--- src/rtl/pci_phy_pkg.sv ---
// rtl/pci_phy_pkg.sv - symbol constants shared by the PCIe PHY lane serializer and deserializer
package pci_phy_pkg;

  localparam int SYM_W     = 8;
  localparam int BIT_CNT_W = 3;

  localparam logic [SYM_W-1:0] COM_SYMBOL = 8'hBC;

  typedef logic [SYM_W-1:0] symbol_t;

endpackage

--- src/rtl/paralelo_serial_tx.sv ---
// rtl/paralelo_serial_tx.sv - byte-to-serial lane transmitter, MSB first, COM preamble and idle fill
// Optional build macro COM_PERIODIC_EN forces a COM after COM_INTERVAL consecutive data symbols.
module paralelo_serial_tx #(
  parameter int               SYM_W        = 8,
  parameter logic [SYM_W-1:0] IDLE_SYMBOL  = pci_phy_pkg::COM_SYMBOL,
  parameter int               NUM_PREAMBLE = 4,
  parameter int               COM_INTERVAL = 16
) (
  input  logic             clk_32f,
  input  logic             reset,
  input  logic [SYM_W-1:0] data_in,
  input  logic             valid_in,
  output logic             ready,
  output logic             data_out,
  output logic             sending_data,
  output logic             tx_active
);

  import pci_phy_pkg::*;

  if (SYM_W != 8 || NUM_PREAMBLE < 1 || NUM_PREAMBLE > 15 ||
      COM_INTERVAL < 1 || COM_INTERVAL > 31) begin : g_bad_cfg
    $error("paralelo_serial_tx: unsupported parameter set");
  end

  localparam logic [BIT_CNT_W-1:0] LAST_BIT = BIT_CNT_W'(SYM_W - 1);
  localparam logic [3:0]           PRE_LAST = 4'(NUM_PREAMBLE);

  logic [SYM_W-1:0]     shift_reg;
  logic [BIT_CNT_W-1:0] bit_cnt;
  logic [3:0]           pre_cnt;
  logic                 load_edge;
  logic                 pre_done;
  logic                 force_com;
  logic                 accept;

  assign load_edge = (bit_cnt == LAST_BIT);
  assign pre_done  = (pre_cnt == PRE_LAST);

`ifdef COM_PERIODIC_EN
  logic [4:0] data_run;

  assign force_com = (data_run == 5'(COM_INTERVAL));

  // Counts back-to-back data loads; any COM load restarts the run.
  always_ff @(posedge clk_32f or negedge reset) begin
    if (!reset) begin
      data_run <= '0;
    end else if (load_edge) begin
      data_run <= accept ? data_run + 5'd1 : '0;
    end
  end
`else
  assign force_com = 1'b0;
`endif

  assign ready    = load_edge && pre_done && !force_com;
  assign accept   = ready && valid_in;
  assign data_out = shift_reg[SYM_W-1];

  always_ff @(posedge clk_32f or negedge reset) begin
    if (!reset) begin
      shift_reg    <= IDLE_SYMBOL;
      bit_cnt      <= '0;
      pre_cnt      <= 4'd1;
      sending_data <= 1'b0;
      tx_active    <= 1'b0;
    end else if (load_edge) begin
      bit_cnt      <= '0;
      shift_reg    <= accept ? data_in : IDLE_SYMBOL;
      sending_data <= accept;
      // pre_cnt holds at NUM_PREAMBLE once the preamble is done
      if (!pre_done) begin
        pre_cnt <= pre_cnt + 4'd1;
      end else begin
        tx_active <= 1'b1;
      end
    end else begin
      shift_reg <= {shift_reg[SYM_W-2:0], 1'b0};
      bit_cnt   <= bit_cnt + 1'b1;
    end
  end

endmodule

--- config.mk ---
export PLATFORM = sky130hd
export DESIGN_NAME = paralelo_serial_tx
export DESIGN_NICKNAME = d
export VERILOG_FILES = /design/src/rtl/pci_phy_pkg.sv /design/src/rtl/paralelo_serial_tx.sv
export SDC_FILE = /design/constraint.sdc
export NUM_CORES = 1
export LEC_CHECK = 0
export ABC_AREA = 1
export ABC_CLOCK_PERIOD_IN_PS = 1260
export CORE_MARGIN = 2
export CORE_UTILIZATION = 44
export CTS_CLUSTER_DIAMETER = 80
export DETAILED_ROUTE_END_ITERATION = 12
export MAX_ROUTING_LAYER = met4
export PLACE_DENSITY = 0.82
export SETUP_SLACK_MARGIN = 0.5
export SLEW_MARGIN = 20
export SYNTH_ARGS = -nofsm -noshare
export SYNTH_HDL_FRONTEND = slang
export SYNTH_SLANG_ARGS = --single-unit
--- constraint.sdc ---
create_clock -name clk_32f -period 1.26 [get_ports clk_32f]
set_input_delay 0.378 -clock clk_32f [delete_from_list [all_inputs] [get_ports clk_32f]]
set_output_delay 0.378 -clock clk_32f [all_outputs]
set_load 0.02 [all_outputs]
### After elaboration in Yosys (flattened, before gate mapping)

Index checks and enable logic that the tools add are counted.

* bits in registers: 17
* output and inout bits: 4
* word-level logic and storage cells: 17
* bits of input ports: 11

* mux-type cells: 3
* reductions and logical operators: 4
* equality and inequality tests: 2
* bitwise gates (word level): 1
* add/subtract/negate cells: 2

Operators by type and width (number)
* 8-bit two-way mux: 2
* 4-bit by 1-bit adder with 4-bit output (second input constant): 1
* 4-bit by 3-bit equality test with 1-bit output (second input constant): 1
* 2-bit AND reduction: 2
* 3-bit by 1-bit adder with 3-bit output (second input constant): 1
* 3-bit equality test (second input constant): 1
* 3-bit two-way mux: 1
* 1-bit logical AND: 2
* 1-bit NOT: 1

### Longest topological paths before layout

* depth after elaboration: 5
* mapped depth: 7
* depth with buffers taken out: 7

### Worst setup path before layout

No wires, ideal clock.

* path kind: flip-flop to flip-flop
* start: register bit_cnt[0]
* end: register shift_reg[2]
* arrival time: 1.277 ns
* cell stages (with the launch flop): 7
* slack: -0.090 ns
* clock period less this slack: 1.350 ns
* setup time: 0.072 ns
* buffers on the path: 1
* required time: 1.188 ns
* cell sequence: dfrtp_1 ha_1 ha_1 buf_2 or2_2 nand2_1 inv_1

* word-level cells in the longest chain between the ends: 5

RTL lines
* start, declared: line paralelo_serial_tx.sv:30 `logic [BIT_CNT_W-1:0] bit_cnt;`
* start signal, assigned: line paralelo_serial_tx.sv:80 `bit_cnt <= bit_cnt + 1'b1;`
* 3-bit equality test (*): line paralelo_serial_tx.sv:37 `assign load_edge = (bit_cnt == LAST_BIT);`
* 1-bit logical AND: line paralelo_serial_tx.sv:57 `assign ready = load_edge && pre_done && !force_com;`
* 1-bit logical AND: line paralelo_serial_tx.sv:58 `assign accept = ready && valid_in;`
* 8-bit two-way mux: line paralelo_serial_tx.sv:70 `shift_reg <= accept ? data_in : IDLE_SYMBOL;`
* 8-bit two-way mux (*): line paralelo_serial_tx.sv:68 `end else if (load_edge) begin`
* end signal, assigned: line paralelo_serial_tx.sv:70
* end signal, assigned: line paralelo_serial_tx.sv:79 `shift_reg <= {shift_reg[SYM_W-2:0], 1'b0};`
* end, declared: line paralelo_serial_tx.sv:29 `logic [SYM_W-1:0] shift_reg;`

Every way passes the cells marked *; elsewhere a longest branch is shown, timed or not.
A chain may end at the register's enable or synchronous reset.

### Final worst setup path

* start: register pre_cnt[0]
* end: output ready

* word-level cells in the longest chain between the ends: 2

RTL lines
* start, declared: line paralelo_serial_tx.sv:31 `logic [3:0] pre_cnt;`
* start signal, assigned: line paralelo_serial_tx.sv:74 `pre_cnt <= pre_cnt + 4'd1;`
* 4-bit by 3-bit equality test with 1-bit output: line paralelo_serial_tx.sv:38 `assign pre_done = (pre_cnt == PRE_LAST);`
* 1-bit logical AND: line paralelo_serial_tx.sv:57
* end, declared: line paralelo_serial_tx.sv:13 `output logic ready,`

No other way between the ends.

==> results.md <==
### Die
* 0.00171 mm2 — Core Region
* 15 — standard-cell row count
* 0.00216 mm2 — Die Area
* 15 — Top-Level Pins
* 46.4% — Starting Density
* 46.4 um — die height
* 46.4 um — width of the chip

### Timing
* -429 ps — worst path setup slack after routing
* 7.09 ps — Final Skew
* 417 ps — slew at the pin closest to its max-slew limit
* 1690 ps — final critical-path required period
* 16 — number of endpoints failing setup at the final stage
* 72.1% — worst-case headroom to the max-slew limit
* true — unrepaired setup endpoints after global routing
* 0 — number of failing hold endpoints at the final stage
* 0 — count of pins over their slew limit
* -3030 ps — final total negative setup slack
* 134% — post-route clock period utilization
* 0.592 GHz — peak clock frequency supported by timing

### Drt
* 4 — number of iterations in the first detailed-routing pass
* 4.77 — average via count per standard cell
* 13.1 um — mean routed wirelength per cell
* 1930 um — wire length reported by the detailed router
* 701 — vias after detailed routing
* 0 — number of remaining DRC errors
* 11 — Starting DRT DRC Count
* 0 — antenna-violating nets left

### CTS
* 0 — Post-CTS Hold Fix Bufs
* 110 ps — CTS clock-pin slew for the worst setup and hold paths
* clkbuf_4 — CTS Root Cell
* built — clock tree from TritonCTS
* 1 — CTS H-Tree Depth
* 17 — # clock sinks
* 2 — Clock Path Buffers
* 3 — number of CTS-inserted buffers
* 300 ps — Worst-Skew Late Latency

### Synthesis
* 84 — synthesized instance count
* 792 um2 — post-synthesis cell area
* 0 — total of warnings raised by yosys
* 54.7% — share of the yosys chip area belonging to registers
* 17 — #FFs+latches synth
* 99 — Net Count, Synth
* 18 — post-synthesis cell type count
* 9.43 um2 — Avg Cell Area, Syn

### Global route
* 0 — antenna violations before repair
* 625 — number of global-route vias before repair
* 18 — pin count of the biggest net entering global routing
* 0 — total gr overflow
* 2670 um — first-pass GRT wire length
* 19.8% — aggregate global-route resource usage

### Run status
* negative setup slack — violations in the final reports
* complete, but fails checks — status

### Finish
* 138 — nets@finish
* 0 — number of antenna cells inserted
* 65.6% — growth of design area from synthesis to finish
* 8 — max FFs per register
* 51.6% — fraction of final layout cells with drive strength greater than 1

### Setup path
* 1310 ps — arrival time worst endpoint
* flip-flop — startpoint class of the critical path
* 880 ps — Crit path required time
* -290 ps — minimum setup slack among reg-to-reg paths
* 2 — maximum net fanout on the critical path
* flip-flop to output port — WS Path Type
* output port — critical path endpoint category

### Power and ir drop
* 0.569 mV — maximum vdd ir drop
* 734 mW/mm2 — P per Cell Area
* 0.637 nW — Leak

### Placement
* -526 ps — Setup Slack @ Placement
* 14 — Port Buf Inserts
* 0.729 — GP Congestion
* 1180 um — Detailed Place HPWL

### Flow run
* 0 — max-capacitance violation count

### Min path
* input port to asynchronous set/reset pin — HP Class

## timing repair
action	in CTS	in global routing
buffers inserted	8	4
setup endpoints to repair	21	21
gates resized for setup	40	12
pin swaps	10	8
## cell usage in the layout, fill, tap and decap left out, drive strengths merged
cell type      netlist  layout
clkbuf               1       3
dfstp                6       6
xnor2                1       1
nor2                 5       5
clkinv               0       1
clkdlybuf4s50        0      10
nand3                4       4
ha                   4       4
o21ai                2       2
inv                 15      15
xor2                 1       1
nand4                6       6
nand2               21      21
or2                  6       6
dfrtp               11      11
buf                  1      26
## layer usage
layer / global-route usage [%] / vias up / wire [um]
met1: 18.7 / 352 / 734
li1: - / 337 / -
met2: 36.4 / 10 / 1130
met3: 4.71 / 2 / 50
met4: 10.3 / 0 / 12
met5: - / - / 0
## area by class of cell
cell class,count,area [um2]
repair buffers,36,357
flip-flops and latches,17,434
well taps,25,31.3
fillers,110,397
inverters,15,58.8
multi-input cells,50,403
clock buffers,3,22.5
clock inverters,1,5.00
## metrics by stage
step / power [mW] / std cells / cell area (um2) / hold slack [ps] / util, %
after global placement: 0.660 / 131 / 1090 / 414 / 63.6
final: 0.962 / 147 / 1310 / 402 / 76.8
after CTS: 0.969 / 143 / 1230 / 396 / 72.1
after global routing: 1.00 / 147 / 1310 / 383 / 76.8
after floorplan: 0.603 / 84 / 842 / 82.4 / -
after detailed placement: 0.663 / 131 / 1090 / 442 / 63.6
## path summary, 6_finish.rpt
check	start	to	depth (start not counted)
hold / removal	reset	pre_cnt[2]$_DFFE_PN0P_	2
setup reg to reg	pre_cnt[0]$_DFFE_PN1P_	tx_active$_DFFE_PN0P_	8
hold reg to reg	shift_reg[0]$_DFF_PN0_	shift_reg[1]$_DFF_PN0_	2
max in group asynchronous	reset	shift_reg[4]$_DFF_PN1_	2
min in group clk_32f	shift_reg[0]$_DFF_PN0_	shift_reg[1]$_DFF_PN0_	2
setup / recovery	pre_cnt[0]$_DFFE_PN1P_	ready	5
## cell families (layout without fill, tap and decap cells)
kind of cell / Yosys count / in the layout / synth area share (%)
DFF: 17 / 17 / 54.7
buffers and inverters: 17 / 55 / 8.21
and+or+nand+nor: 42 / 42 / 26.9
adders and majority gates: 4 / 4 / 6.32
xor gates and xnor gates: 2 / 2 / 2.21
AOI/OAI and AO/OA: 2 / 2 / 1.74
## power breakdown
group / internal, mW / switching, mW
Combinational: 0.0517 / 0.0393
Sequential: 0.565 / 0.00534
Clock: 0.118 / 0.183
Total: 0.735 / 0.227
## synth_stat cells, drive strengths merged
master / n / area [um2]
inv: 15 / 56.3
xor2: 1 / 8.76
nand4: 6 / 37.5
o21ai: 2 / 13.8
nand2: 21 / 78.8
buf: 1 / 5.00
nor2: 5 / 33.8
dfstp: 6 / 158
clkbuf: 1 / 3.75
xnor2: 1 / 8.76
dfrtp: 11 / 275
nand3: 4 / 25.0
ha: 4 / 50.1
or2: 6 / 37.5
## worst max-delay path, cell delays in order, from the launching register on
cell and delay (ps):
dfstp_2 550, inv_2 50, ha_4 160, nand3_4 70, nor2_4 50, buf_6 120
Note: power is estimated with default switching activity, not from simulation.
